$ cat src/rtl/puf_readout_sequencer_if.sv
// Signal bundle for the PUF readout sequencer: sweep control, the PUF core
// START/address/response lines and the downstream response handshake.
// "slave" is the sequencer's view, "master" is the surrounding logic's view.
interface puf_readout_sequencer_if #(
  parameter int ADDR_W = 4
) ();
  logic              req;
  logic              abort;
  logic              puf_start;
  logic [ADDR_W-1:0] puf_addr;
  logic [7:0]        puf_out;
  logic [7:0]        rsp_data;
  logic [ADDR_W-1:0] rsp_addr;
  logic              rsp_unstable;
  logic              rsp_valid;
  logic              rsp_ready;
  logic              busy;
  logic              done;

  modport master (
    output req, abort, puf_out, rsp_ready,
    input  puf_start, puf_addr, rsp_data, rsp_addr, rsp_unstable,
           rsp_valid, busy, done
  );

  modport slave (
    input  req, abort, puf_out, rsp_ready,
    output puf_start, puf_addr, rsp_data, rsp_addr, rsp_unstable,
           rsp_valid, busy, done
  );
endinterface

$ cat src/rtl/puf_readout_sequencer.sv
// PUF readout sequencer: sweeps every challenge address, evaluates each one
// REPEAT times, majority-votes every response bit and hands the voted byte
// plus an instability flag to a valid/ready consumer.
module puf_readout_sequencer #(
  parameter int ADDR_W = 4,
  parameter int SETTLE = 8,
  parameter int REPEAT = 3
) (
  input logic                     clk,
  input logic                     rst_n,
  puf_readout_sequencer_if.slave  bus
);

  typedef enum logic [2:0] {
    ST_IDLE   = 3'd0,
    ST_START  = 3'd1,
    ST_WAIT   = 3'd2,
    ST_SAMPLE = 3'd3,
    ST_OUT    = 3'd4,
    ST_DONE   = 3'd5
  } state_t;

  localparam logic [ADDR_W-1:0] ADDR_LAST   = {ADDR_W{1'b1}};
  localparam logic [7:0]        SETTLE_LAST = 8'(SETTLE - 1);
  localparam logic [2:0]        REP_LAST    = 3'(REPEAT - 1);
  localparam logic [2:0]        REP_FULL    = 3'(REPEAT);
  localparam logic [2:0]        REP_HALF    = 3'(REPEAT / 2);

  // Per-bit majority: a bit is 1 when more than half of the evaluations saw 1.
  function automatic logic [7:0] vote(input logic [7:0][2:0] ones);
    logic [7:0] v;
    v = 8'h00;
    for (int i = 0; i < 8; i++) begin
      v[i] = (ones[i] > REP_HALF);
    end
    return v;
  endfunction

  // Any bit whose ones-count is neither all-zero nor all-one flipped at least once.
  function automatic logic disagree(input logic [7:0][2:0] ones);
    logic u;
    u = 1'b0;
    for (int i = 0; i < 8; i++) begin
      u = u | ((ones[i] != 3'd0) && (ones[i] != REP_FULL));
    end
    return u;
  endfunction

  state_t              state_q, state_d;
  logic [ADDR_W-1:0]   addr_q, addr_d;
  logic [2:0]          rep_q, rep_d;
  logic [7:0]          timer_q, timer_d;
  logic [7:0][2:0]     ones_q, ones_d;
  logic                puf_start_q, puf_start_d;
  logic [ADDR_W-1:0]   puf_addr_q, puf_addr_d;
  logic [7:0]          rsp_data_q, rsp_data_d;
  logic [ADDR_W-1:0]   rsp_addr_q, rsp_addr_d;
  logic                rsp_unstable_q, rsp_unstable_d;
  logic                rsp_valid_q, rsp_valid_d;
  logic                busy_q, busy_d;
  logic                done_q, done_d;

  // Next-state and registered-output decode; abort overrides everything.
  always_comb begin
    state_d        = state_q;
    addr_d         = addr_q;
    rep_d          = rep_q;
    timer_d        = timer_q;
    ones_d         = ones_q;
    rsp_data_d     = rsp_data_q;
    rsp_addr_d     = rsp_addr_q;
    rsp_unstable_d = rsp_unstable_q;
    rsp_valid_d    = rsp_valid_q;

    case (state_q)
      ST_IDLE: begin
        if (bus.req && !bus.abort) begin
          addr_d  = {ADDR_W{1'b0}};
          rep_d   = 3'd0;
          ones_d  = '0;
          state_d = ST_START;
        end else begin
          state_d = ST_IDLE;
        end
      end
      ST_START: begin
        timer_d = 8'd0;
        state_d = ST_WAIT;
      end
      ST_WAIT: begin
        timer_d = timer_q + 8'd1;
        if (timer_q == SETTLE_LAST) begin
          state_d = ST_SAMPLE;
        end else begin
          state_d = ST_WAIT;
        end
      end
      ST_SAMPLE: begin
        for (int i = 0; i < 8; i++) begin
          ones_d[i] = ones_q[i] + {2'b00, bus.puf_out[i]};
        end
        if (rep_q == REP_LAST) begin
          rsp_data_d     = vote(ones_d);
          rsp_unstable_d = disagree(ones_d);
          rsp_addr_d     = addr_q;
          rsp_valid_d    = 1'b1;
          state_d        = ST_OUT;
        end else begin
          rep_d   = rep_q + 3'd1;
          state_d = ST_START;
        end
      end
      ST_OUT: begin
        if (bus.rsp_ready) begin
          rsp_valid_d = 1'b0;
          if (addr_q == ADDR_LAST) begin
            state_d = ST_DONE;
          end else begin
            addr_d  = addr_q + ADDR_W'(1);
            rep_d   = 3'd0;
            ones_d  = '0;
            state_d = ST_START;
          end
        end else begin
          state_d = ST_OUT;
        end
      end
      ST_DONE: begin
        state_d = ST_IDLE;
      end
      default: begin
        state_d = ST_IDLE;
      end
    endcase

    // Abort in IDLE only clears already-idle counters, so it is invisible there.
    if (bus.abort) begin
      state_d     = ST_IDLE;
      addr_d      = {ADDR_W{1'b0}};
      rep_d       = 3'd0;
      timer_d     = 8'd0;
      ones_d      = '0;
      rsp_valid_d = 1'b0;
    end else begin
      state_d = state_d;
    end

    puf_start_d = (state_d == ST_START);
    busy_d      = (state_d != ST_IDLE);
    done_d      = (state_d == ST_DONE);
    if (state_d == ST_IDLE) begin
      puf_addr_d = {ADDR_W{1'b0}};
    end else if (state_d == ST_START) begin
      puf_addr_d = addr_d;
    end else begin
      puf_addr_d = puf_addr_q;
    end
  end

  // State and output registers with asynchronous active-low reset.
  always_ff @(posedge clk or negedge rst_n) begin
    if (!rst_n) begin
      state_q        <= ST_IDLE;
      addr_q         <= {ADDR_W{1'b0}};
      rep_q          <= 3'd0;
      timer_q        <= 8'd0;
      ones_q         <= '0;
      puf_start_q    <= 1'b0;
      puf_addr_q     <= {ADDR_W{1'b0}};
      rsp_data_q     <= 8'h00;
      rsp_addr_q     <= {ADDR_W{1'b0}};
      rsp_unstable_q <= 1'b0;
      rsp_valid_q    <= 1'b0;
      busy_q         <= 1'b0;
      done_q         <= 1'b0;
    end else begin
      state_q        <= state_d;
      addr_q         <= addr_d;
      rep_q          <= rep_d;
      timer_q        <= timer_d;
      ones_q         <= ones_d;
      puf_start_q    <= puf_start_d;
      puf_addr_q     <= puf_addr_d;
      rsp_data_q     <= rsp_data_d;
      rsp_addr_q     <= rsp_addr_d;
      rsp_unstable_q <= rsp_unstable_d;
      rsp_valid_q    <= rsp_valid_d;
      busy_q         <= busy_d;
      done_q         <= done_d;
    end
  end

  assign bus.puf_start    = puf_start_q;
  assign bus.puf_addr     = puf_addr_q;
  assign bus.rsp_data     = rsp_data_q;
  assign bus.rsp_addr     = rsp_addr_q;
  assign bus.rsp_unstable = rsp_unstable_q;
  assign bus.rsp_valid    = rsp_valid_q;
  assign bus.busy         = busy_q;
  assign bus.done         = done_q;

endmodule

$ cat src/flat_wrapper.sv
// flat-port wrapper written by rule: the top's interface ports become plain ports
module puf_readout_sequencer_flat 
#(
  parameter int ADDR_W = 4,
  parameter int SETTLE = 8,
  parameter int REPEAT = 3
)
  (clk, rst_n, bus_req, bus_abort, bus_puf_out, bus_rsp_ready, bus_puf_start, bus_puf_addr, bus_rsp_data, bus_rsp_addr, bus_rsp_unstable, bus_rsp_valid, bus_busy, bus_done);
  puf_readout_sequencer_if #(.ADDR_W(ADDR_W)) bus_i ();
  input logic clk;
  input logic rst_n;
  input wire logic [$bits(bus_i.req)-1:0] bus_req;
  input wire logic [$bits(bus_i.abort)-1:0] bus_abort;
  input wire logic [$bits(bus_i.puf_out)-1:0] bus_puf_out;
  input wire logic [$bits(bus_i.rsp_ready)-1:0] bus_rsp_ready;
  output wire logic [$bits(bus_i.puf_start)-1:0] bus_puf_start;
  output wire logic [$bits(bus_i.puf_addr)-1:0] bus_puf_addr;
  output wire logic [$bits(bus_i.rsp_data)-1:0] bus_rsp_data;
  output wire logic [$bits(bus_i.rsp_addr)-1:0] bus_rsp_addr;
  output wire logic [$bits(bus_i.rsp_unstable)-1:0] bus_rsp_unstable;
  output wire logic [$bits(bus_i.rsp_valid)-1:0] bus_rsp_valid;
  output wire logic [$bits(bus_i.busy)-1:0] bus_busy;
  output wire logic [$bits(bus_i.done)-1:0] bus_done;
  assign bus_i.req = bus_req;
  assign bus_i.abort = bus_abort;
  assign bus_i.puf_out = bus_puf_out;
  assign bus_i.rsp_ready = bus_rsp_ready;
  assign bus_puf_start = bus_i.puf_start;
  assign bus_puf_addr = bus_i.puf_addr;
  assign bus_rsp_data = bus_i.rsp_data;
  assign bus_rsp_addr = bus_i.rsp_addr;
  assign bus_rsp_unstable = bus_i.rsp_unstable;
  assign bus_rsp_valid = bus_i.rsp_valid;
  assign bus_busy = bus_i.busy;
  assign bus_done = bus_i.done;
  puf_readout_sequencer #(.ADDR_W(ADDR_W), .SETTLE(SETTLE), .REPEAT(REPEAT)) u_core (.clk(clk), .rst_n(rst_n), .bus(bus_i));
endmodule
$ cat config.mk
export PLATFORM = sky130hd
export DESIGN_NAME = puf_readout_sequencer_flat
export DESIGN_NICKNAME = d
export VERILOG_FILES = /design/src/rtl/puf_readout_sequencer_if.sv /design/src/rtl/puf_readout_sequencer.sv /design/src/flat_wrapper.sv
export SDC_FILE = /design/constraint.sdc
export NUM_CORES = 1
export LEC_CHECK = 0
export CORE_UTILIZATION = 48
export DETAILED_ROUTE_END_ITERATION = 8
export GPL_TIMING_DRIVEN = 0
export PLACE_DENSITY = 0.8
export REMOVE_ABC_BUFFERS = 1
export SLEW_MARGIN = 20
export SYNTH_ARGS = -nofsm -noshare
export SYNTH_HDL_FRONTEND = slang
export SYNTH_SLANG_ARGS = --single-unit
$ cat constraint.sdc
create_clock -name clk -period 1.95 [get_ports clk]
set_input_delay 0.39 -clock clk [delete_from_list [all_inputs] [get_ports clk]]
set_output_delay 0.39 -clock clk [all_outputs]
set_load 0.05 [all_outputs]
==> results.md, run 1 <==
- Worst R2R Path Depth: 4
- Critical path required time: 2.23 ns
- Final worst setup slack: -0.0368 ns
- HPWL Detailed: 4470 µm
- GRT Total Usage: about 22%
- CTS Buffer Depth: 2
- Residual DRC: 2
- Die Wd: 84.4 µm
- Crit. End Element: flip-flop
- Maximum clock frequency: 503 MHz
- Fin nets: 380
- Reg2reg end: u_core.bus.puf_addr[3]
- Max-cap violations: 0
- Total number of vias: 2542
- Initial antenna violation count: 0
- Main flop type after synthesis: dfrtp_1
- Slew Limit Fails: 0
- Core Util, Final: 62.7%
- Worst-skew pair later-pin latency: 0.34 ns
- Failing checks: design-rule violations, negative setup slack
- Synth warn: 0
- Stages on worst setup path: 4
- Headroom to the max-slew limit: 61.8%
- Rows: 29
- RSZ-0062 raised after global routing: true
- TritonCTS Buffers: 9
- Register bit count reported by yosys: 63
- Kind of critical path: reg2reg
- Largest net degree at the start of global routing: 41
- Post-synth cell types: between 50 and 60
- EDFF count, synth: 0
- CTS H-tree lvls: 3
- Number of port buffers: 33
- Drt initial violations: 247
- DIE HEIGHT: 84.4 µm
- Core Region: 6460 µm²
- Status: finished with violations
- Hold Path Class: in2async
- Post-route clock period utilization: 102%
- Largest delay share family, worst path: simple AND/OR/NAND/NOR gates
- Drt pass-1 iters: 7
- Root Driver: clkbuf_8
- Worst Skew: 0.00663 ns
- LEAKAGE: 1.87 nW
- Antenna viol nets, final: 0
- CP Cell Sequence: or4_1, or4_4, a211oi_4, a32o_1
- Critical path's slowest cell: or4_4
- Worst-margin pin slew: between 0.5 and 0.6 ns
- Layout area overhead: 24.4%
- Mapped Cells: around 300
- Syn avg cell area: around 11 µm²
- Clock Sinks: 63
- Post-DR vias/cell: approximately 5.9
- Antenna Cells: 0
- Dpl cells: about 400
- Crit-path max FO: 5
- Synth area leaders: dfrtp_1 48%, ha_1 7.7%, a22o_1 4.8%
- Worst Setup SP: u_core.timer_q[3]
- Max incr delay on CP: 0.54 ns
- Setup slack, reg-to-reg: -0.04 ns
- Initial Util: 50.4%
- Post-synth top area share: between 40 and 50%
- First-pass GRT wire length: 12500 µm
- Crit path capture: u_core.bus.puf_addr[3]
- Reg-to-reg startpoint: u_core.timer_q[3]
- Final hold vios: 0
- Vias in the first global route: 2615
- Type of origin of the critical path: flip-flop
- Ys async rst share: 100%
- WP buf/inv: 0
- Final Setup Violations: 4
- Layout cells sized above 1: 16.0%
- IO Count: 34
- CTS tree: built
- GRT overflow: 0
- Sequential area share after synthesis: 48.4%
- Die area: 7120 µm²
- Final WL: 7220 µm
- Pwr Density: 728 nW/µm²
- Worst EP arrival: approximately 2.3 ns
- Post-Syn Area: 3260 µm²
- CTS clk-pin slew, worst paths: 0.07 ns
- GPL Wtd Cong: 0.785
- Final Non-Filler Cells: 428
- Minimum clock period: 1.99 ns
- Cell accounting for the most synthesized area: dfrtp_1
- Peak VDD IR: around 540 µV
- Routed len/inst: 16.9 µm
cells in the final DEF (no fill, tap or decap), types with 3 or more instances in the layout:
master / synthesis / layout
a32o_1: 4 / 4
o21ai_0: 13 / 13
nand2_1: 20 / 20
buf_4: 0 / 12
and2_4: 1 / 3
nor4_1: 4 / 3
and3_1: 4 / 4
nand4_1: 4 / 4
a21oi_1: 24 / 24
dfrtp_2: 0 / 4
mux2_2: 5 / 5
clkbuf_8: 0 / 10
inv_1: 5 / 5
clkdlybuf4s50_1: 0 / 30
dfrtp_1: 63 / 59
nor2_1: 31 / 31
ha_1: 20 / 20
xor2_1: 10 / 10
xnor2_1: 8 / 8
a22o_1: 18 / 18
mux2i_1: 8 / 8
power breakdown:
part / internal [W] / switching, W / leakage (nW)
clock network: 0.000744 / 0.000496 / 0.109
logic: 0.000140 / 0.000212 / 0.941
registers: 0.00133 / 0.0000224 / 0.823
worst min-delay path by stage:
stage / to / cells past startpoint
final: u_core.timer_q[4] / 2
after CTS: u_core.timer_q[7] / 2
after global routing: u_core.ones_q[14] / 1
after global placement: u_core.ones_q[8] / 1
after floorplan: u_core.addr_q[0] / 0
after detailed placement: u_core.timer_q[4] / 1
cells by family (layout without fill, tap and decap cells):
family,count (synthesis),in the layout,synth area share [%]
compound gates,81,81,18.0
xor+xnor,18,18,4.84
fa+ha+maj,20,20,7.69
buf+inv,23,67,2.69
flops,63,63,48.4
mux,13,13,4.19
simple gates,88,89,14.1
per-stage QoR:
step                      hold WS (ns)  worst slack, ns  power [W]  cell area (µm²)  TNS, ns
after floorplan                 0.0944            -1.71    0.00157             3190   -42.95
after CTS                        0.489          -0.0270    0.00295             4020   -0.111
after global routing             0.506          -0.0917    0.00305             4050   -0.372
after global placement           0.476            -3.73    0.00168             3610  -210.75
final                            0.484          -0.0368    0.00295             4050   -0.138
after detailed placement         0.310            -1.18    0.00170             3670   -37.85
layer usage:
| layer | global-route usage (%) | vias to the layer above | routed length [µm] |
|---|---|---|---|
| met2 | 36.9 | 63 | 3600 |
| met5 | 0 | - | 0 |
| li1 | - | 1210 | - |
| met3 | 4.82 | 11 | 268 |
| met1 | 28.4 | 1258 | 3230 |
| met4 | 10.2 | 0 | 122 |
sequential cells by signal, indices dropped and copies added (netlist names):
signal,cells
u_core.ones_q,24
u_core.bus.puf_start,1
u_core.bus.puf_addr,4
u_core.bus.done,1
u_core.bus.rsp_unstable,1
u_core.rep_q,3
u_core.addr_q,4
u_core.timer_q,8
u_core.state_q,3
u_core.bus.rsp_valid,1
u_core.bus.busy,1
u_core.bus.rsp_addr,4
u_core.bus.rsp_data,8
cells in the mapped netlist (all sizes together) (2+ instances only):
cell type / n
nand3: 2
or4: 2
nor2: 31
dfrtp: 63
or2: 2
inv: 5
nand4: 4
mux2i: 8
clkbuf: 15
xnor2: 8
o21ai: 13
nor3: 2
nand2: 20
nor4bb: 2
a211oi: 3
ha: 20
mux2: 5
a22o: 18
buf: 3
nor4: 4
o21a: 2
xor2: 10
nor2b: 2
a21oi: 24
a32o: 4
a31oi: 3
a32oi: 2
and3: 4
and2: 4
repair_timing:
| action | 4_1_cts | 5_1_grt |
|---|---|---|
| resized for setup | 18 | 3 |
| endpoints found under the hold margin | 23 | 0 |
| hold buffers | 1 | 0 |
| endpoints found under the setup margin | 56 | 25 |
| buffers inserted | 8 | 2 |
| gates cloned | 1 | 0 |
| pin swaps | 6 | 4 |
final cells by class:
cell class / instances / area, µm²
fillers: 482 / 2410
multi-input cells: 221 / 1680
flip-flops and latches: 63 / 1580
repair buffers: 47 / 459
clock buffers: 11 / 141
well taps: 77 / 96.3
clock inverters: 4 / 70.1
inverters: 5 / 18.8
No activity file was read; power rests on OpenSTA's default activity.
==> run 2: changes to the inputs <==
--- a/config.mk
+++ b/config.mk
@@ -9,8 +9,7 @@
 export DETAILED_ROUTE_END_ITERATION = 8
 export GPL_TIMING_DRIVEN = 0
 export PLACE_DENSITY = 0.8
-export REMOVE_ABC_BUFFERS = 1
-export SLEW_MARGIN = 20
+export SLEW_MARGIN = 10
 export SYNTH_ARGS = -nofsm -noshare
 export SYNTH_HDL_FRONTEND = slang
 export SYNTH_SLANG_ARGS = --single-unit
==> run 2 against run 1 <==
The flow still finishes with violations (design-rule violations, negative setup slack). Wire length down 1.5%. Utilization down 1.0 points. Clock skew about the same. Maximum frequency down 2.4%. Non-clock buffer count up 2. Total power up 2.6%. Clock-buffer cell count up 3. Setup slack worse by 0.048 ns. Combinational power down 8.5%. Sequential share of layout area up 0.60 points. Largest power group unchanged.
==> results.md, run 2 (same netlist as run 1, synthesis figures left out) <==
- GRT overflow: 0 (unchanged)
- Initial antenna violation count: 0 (unchanged)
- Pwr Density: 760 nW/µm² (+4.3%)
- Vias in the first global route: 2564 (-2.0%)
- Drt pass-1 iters: 6 (-1)
- DIE HEIGHT: 84.4 µm (unchanged)
- Antenna viol nets, final: 0 (unchanged)
- Reg-to-reg startpoint: u_core.timer_q[3]
- Leading cell types in the layout, fill and taps excluded: 61 x dfrtp_1, 31 x nor2_1, 30 x clkdlybuf4s50_1
- Dpl ws: -0.520 ns (+0.663 ns)
- Status: finished with violations
- Failing checks: design-rule violations, negative setup slack
- Crit. End Element: flip-flop
- First-pass GRT wire length: 12200 µm (-2.4%)
- Number of flip-flops in the largest register: 24 (unchanged)
- Critical path required time: 2.22 ns (about the same)
- HPWL Detailed: 4870 µm (+9.0%)
- Core Region: 6460 µm² (unchanged)
- Minimum clock period: 2.03 ns (+0.0479 ns)
- CTS tree: built
- Kind of critical path: reg2reg
- Setup TNS Final: -0.325 ns (-0.186 ns)
- Number of port buffers: 32 (-3.0%)
- RSZ-0062 raised after global routing: true
- GPL Wtd Cong: 0.859 (+9.5%)
- CTS H-tree lvls: 3 (unchanged)
- Final Non-Filler Cells: 430 (+0.47%)
- TritonCTS Buffers: 9 (unchanged)
- Mapped Nets: 339
- Layout area overhead: 22.3%
- IO Count: 34 (unchanged)
- Die Wd: 84.4 µm (unchanged)
- Crit path capture: u_core.bus.puf_addr[0]
- Cts hold-fix bufs: 0 (-1)
- Post-DR vias/cell: 5.84 (-1.6%)
- Most common cell after layout, fill and taps aside: dfrtp_1
- Final hold vios: 0 (unchanged)
- Post-Layout Inst Area: 3980 µm² (-1.7%)
- DP Area: 3680 µm² (+0.31%)
- Final Setup Violations: 4 (unchanged)
- Worst Setup SP: u_core.timer_q[3]
- Worst-skew pair later-pin latency: 0.33 ns (about the same)
- GRT Total Usage: 21.9% (-0.41 points)
- Type of origin of the critical path: flip-flop
- Largest register by flop count: u_core.ones_q
- Worst R2R Path Depth: 4 (unchanged)
- Residual DRC: 7 (+5)
- Final WL: 7110 µm (-1.5%)
- CTS Buffer Depth: 2 (unchanged)
- Worst-margin pin slew: 0.767 ns (+0.203 ns)
- Crit-path max FO: 5 (unchanged)
- Slew Limit Fails: 0 (unchanged)
- Rows: 29 (unchanged)
- Routed len/inst: 16.5 µm (-2.0%)
- Hold Path Class: in2async
- Antenna Cells: 0 (unchanged)
- Worst Skew: 0.00696 ns (+0.000331 ns)
- Max-cap violations: 0 (unchanged)
- Drt initial violations: 172 (-30%)
- Largest net degree at the start of global routing: 64 (+56%)
- Die area: 7120 µm² (unchanged)
- Reg2reg end: u_core.bus.puf_addr[0]
- Dpl cells: 415 (+3.5%)
- Worst EP arrival: 2.31 ns (+0.04 ns)
- LEAKAGE: 1.85 nW (-1.1%)
- Post-route clock period utilization: 104% (+2.5 points)
- Maximum clock frequency: 491 MHz (-2.4%)
- Setup slack, reg-to-reg: -0.08 ns (-0.05 ns)
- Hold Slack: 0.135 ns (-0.349 ns)
- Final worst setup slack: -0.0847 ns (-0.0479 ns)
- Peak VDD IR: 288 µV (-46%)
- Clock Sinks: 63 (unchanged)
- Layout cells sized above 1: 14.7% (-1.2 points)
- CTS clk-pin slew, worst paths: 0.07 ns (about the same)
- Fin nets: 381 (+0.26%)
- Initial Util: 50.4% (unchanged)
- Root Driver: clkbuf_8
- Headroom to the max-slew limit: 48.8% (-13 points)
- Total number of vias: 2512 (-1.2%)
## run 2: cell count changes in the layout (fill, tap and decap cells not counted), moves of 3 or more
| cell | change |
|---|---|
| buf_2 | +3 |
| clkbuf_4 | +3 |
| clkbuf_8 | +3 |
| buf_4 | -7 |
| clkbuf_2 | +4 |
| clkbuf_1 | +3 |
## run 2: timing repair
| action | 4_1_cts | 5_1_grt |
|---|---|---|
| pin swaps | 2 | 5 |
| buffers inserted | 2 | 1 |
| resized for setup | 17 | 13 |
| endpoints found under the setup margin | 44 | 30 |
| gates cloned | 0 | 0 |
## run 2: per-layer routing
metal,wire [µm],share of wire [%],GRT usage (%)
met1,3280,46,30.0
met5,0,0,0
met2,3450,49,35.4
met3,245,3.4,3.05
met4,129,1.8,9.24
## run 2: final cells by class
class	count	area, µm²
multi-input combinational	220	1630
tap	77	96.3
fill	541	2480
inverter	5	18.8
timing repair buffer	35	339
buffer	14	76.3
sequential	63	1580
clock buffer	14	183
clock inverter	2	60.1
## run 2: worst min path at each step
stage               depth (start not counted)  slack [ns]        startpoint           endpoint
detailed placement                          1        0.48  u_core.ones_q[2]   u_core.ones_q[2]
global placement                            1        0.48  u_core.ones_q[2]   u_core.ones_q[2]
global route                                1        0.20             rst_n  u_core.timer_q[7]
floorplan                                   0        0.09             rst_n   u_core.addr_q[0]
CTS                                         1        0.16             rst_n  u_core.timer_q[7]
finish                                      1        0.13             rst_n  u_core.timer_q[5]
## run 2: critical path, cell delays in order (launching register included)
cell and delay (ns):
dfrtp_1 0.38, or4_1 0.52, or4_4 0.56, a211oi_4 0.34
a32o_1 0.17
## run 2: through the flow
stage	total power, W	util, %
CTS	0.00304	61.1
detailed placement	0.00169	57.0
finish	0.00303	61.7
global route	0.00315	61.7
floorplan	0.00158	-
global placement	0.00168	57.0
## run 2: power by group
group / internal [W] / switching (W) / leakage (nW)
logic: 0.000123 / 0.000199 / 0.905
clock network: 0.000861 / 0.000485 / 0.123
registers: 0.00133 / 0.0000235 / 0.826
==> run 3: changes to the inputs <==
--- a/config.mk
+++ b/config.mk
@@ -8,7 +8,7 @@
 export CORE_UTILIZATION = 48
 export DETAILED_ROUTE_END_ITERATION = 8
 export GPL_TIMING_DRIVEN = 0
-export PLACE_DENSITY = 0.8
+export PLACE_DENSITY = 0.77
 export SLEW_MARGIN = 10
 export SYNTH_ARGS = -nofsm -noshare
 export SYNTH_HDL_FRONTEND = slang
==> constraint.sdc (replaced) <==
create_clock -name clk -period 2.5 [get_ports clk]
set_input_delay 0.5 -clock clk [delete_from_list [all_inputs] [get_ports clk]]
set_output_delay 0.5 -clock clk [all_outputs]
set_load 0.05 [all_outputs]
==> run 3 against run 2 <==
The run ends with design-rule violations left. Sequential share of layout area up 1.2 points. Die area unchanged. Maximum frequency down 14%. Clock-buffer cell count down 2. Cell count up 0.23%. Total power down 28%. Sequential power down 22%. Register-to-register slack better by 0.22 ns. Critical path type unchanged. Highest routed layer unchanged.
==> results.md, run 3 (same netlist as run 1, synthesis figures left out) <==
- Max-cap violations: 0 (unchanged)
- Peak VDD IR: 234 µV (-19%)
- Die area: 7120 µm² (unchanged)
- Drt pass-1 iters: 6 (unchanged)
- Layout area overhead: 18.6%
- Post-Layout Inst Area: 3860 µm² (-3.0%)
- Vias in the first global route: 2487 (-3.0%)
- Type of origin of the critical path: flip-flop
- Largest net degree at the start of global routing: 64 (unchanged)
- Routed len/inst: 16.5 µm (-0.55%)
- Minimum clock period: 2.37 ns (+0.333 ns)
- LEAKAGE: 1.79 nW (-3.5%)
- Final hold vios: 0 (unchanged)
- Residual DRC: 8 (+1)
- Crit-path max FO: 10 (+5)
- Critical path required time: 2.77 ns (+0.55 ns)
- Mapped Nets: 339 (unchanged)
- Dpl ws: -0.187 ns (+0.333 ns)
- GRT overflow: 0 (unchanged)
- Crit. End Element: flip-flop
- Critical path's slowest cell: dfrtp_1
- Final WL: 7090 µm (-0.32%)
- Setup TNS Final: 0 ns (+0.325 ns)
- Stages on worst setup path: 7 (+3)
- Cts hold-fix bufs: 0 (unchanged)
- Headroom to the max-slew limit: 46.2% (-2.7 points)
- CP most frequent cell: clkbuf_1
- CTS H-tree lvls: 3 (unchanged)
- Post-route clock period utilization: 94.7% (-9.6 points)
- Core Region: 6460 µm² (unchanged)
- Antenna Cells: 0 (unchanged)
- GRT Total Usage: 21.6% (-0.32 points)
- Worst R2R Path Depth: 7 (+3)
- Most used routing layer: met2
- Max incr delay on CP: 0.45 ns (-0.11 ns)
- Worst EP arrival: 2.64 ns (+0.33 ns)
- Post-CTS setup buffer count: 0 (-2)
- Worst-skew pair later-pin latency: 0.34 ns (about the same)
- CTS clk-pin slew, worst paths: 0.07 ns (about the same)
- Number of flip-flops in the largest register: 24 (unchanged)
- Final Setup Violations: 0 (-4)
- IO Count: 34 (unchanged)
- WP buf/inv: 2 (+2)
- Worst Skew: 0.0140 ns (+0.00706 ns)
- DP Area: 3670 µm² (-0.27%)
- CP Cell Sequence: ha_1, nand3_1, a32oi_1, and2_1, clkbuf_1, clkbuf_1, a22o_1
- Kind of critical path: reg2reg
- TritonCTS Buffers: 9 (unchanged)
- Slew Limit Fails: 0 (unchanged)
- Layout cells sized above 1: 8.76% (-6.0 points)
- Failing checks: design-rule violations
- GPL Wtd Cong: 0.834 (-3.0%)
- CTS Buffer Depth: 2 (unchanged)
- Initial antenna violation count: 0 (unchanged)
- Largest register by flop count: u_core.ones_q
- First-pass GRT wire length: 12100 µm (-0.73%)
- Number of port buffers: 32 (unchanged)
- DIE HEIGHT: 84.4 µm (unchanged)
- GR Layer Usage met1: 30.4% (+0.37 points)
- Clock Sinks: 63 (unchanged)
- Final worst setup slack: 0.132 ns (+0.217 ns)
- Maximum clock frequency: 422 MHz (-14%)
- CTS tree: built
- M2 GR Usage: 33.7% (-1.7 points)
- Total number of vias: 2526 (+0.56%)
- Post-DR vias/cell: 5.86 (+0.32%)
- Hold Path Class: in2async
- Initial Util: 50.4% (unchanged)
- HPWL Detailed: 4900 µm (+0.69%)
- GR Layer Usage met3: 3.24% (+0.20 points)
- Worst-margin pin slew: 0.807 ns (+0.0398 ns)
- Die Wd: 84.4 µm (unchanged)
- RSZ-0062 raised after global routing: false
- Status: finished with violations
- Antenna viol nets, final: 0 (unchanged)
- Pwr Density: 561 nW/µm² (-26%)
- Fin nets: 382 (+0.26%)
- Most common cell after layout, fill and taps aside: dfrtp_1
- Largest delay share family, worst path: buffers and inverters
- Leading cell types in the layout, fill and taps excluded: 63 x dfrtp_1, 31 x nor2_1, 31 x clkdlybuf4s50_1
- Root Driver: clkbuf_8
- Drt initial violations: 195 (+13%)
- Rows: 29 (unchanged)
==> run 3: changes by cell type in the layout (fill, tap and decap cells not counted), sizes merged <==
cell | previous run | this run
bufinv | 2 | 1
buf | 8 | 4
clkinv | 0 | 3
dlygate4sd2 | 1 | 0
clkbuf | 24 | 27
clkdlybuf4s50 | 30 | 31
==> run 3: power breakdown <==
part / leakage (nW) / total (W) / switching [W] / internal (W)
clock network: 0.100 / 0.000862 / 0.000378 / 0.000483
logic: 0.859 / 0.000245 / 0.000154 / 0.0000902
registers: 0.829 / 0.00106 / 0.0000190 / 0.00104
==> run 3: final timing paths <==
| check | startpoint | endpoint | slack [ns] |
|---|---|---|---|
| hold reg to reg | u_core.ones_q[8] | u_core.ones_q[8] | 0.49 |
| setup reg to reg | u_core.addr_q[0] | u_core.ones_q[10] | 0.13 |
| max in group asynchronous | rst_n | u_core.ones_q[21] | 1.71 |
| setup / recovery | u_core.addr_q[0] | u_core.ones_q[10] | 0.13 |
| hold / removal | rst_n | u_core.timer_q[5] | 0.23 |
| min in group clk | u_core.ones_q[8] | u_core.ones_q[8] | 0.49 |
==> run 3: repair_timing <==
item / CTS / global route
gates resized for setup: 0 / 4
endpoints found under the hold margin: 0 / 0
endpoints found under the setup margin: 0 / 16
==> run 3: final cells by class <==
| type | instances | area (µm²) |
|---|---|---|
| plain buffers | 18 | 71.3 |
| clock buffers | 12 | 145 |
| clock inverters | 4 | 45.0 |
| fillers | 564 | 2600 |
| inverters | 5 | 18.8 |
| multi-input cells | 220 | 1590 |
| flip-flops and latches | 63 | 1580 |
| well taps | 77 | 96.3 |
| repair buffers | 32 | 318 |
==> run 3: layer usage <==
layer	up-vias	wire, µm
met4	0	114
met2	57	3330
met3	10	281
met5	-	0
li1	1199	-
met1	1260	3360
==> run 3: metrics by stage <==
| step | hold WS, ns | instances | util, % | power [W] |
|---|---|---|---|---|
| 2_1_floorplan | 0.204 | 306 | - | 0.00123 |
| 3_3_place_gp | 0.477 | 415 | 56.9 | 0.00131 |
| 3_5_place_dp | 0.486 | 415 | 56.8 | 0.00132 |
| 4_1_cts | 0.276 | 431 | 59.8 | 0.00219 |
| 5_1_grt | 0.322 | 431 | 59.8 | 0.00226 |
| 6_report | 0.227 | 431 | 59.8 | 0.00217 |
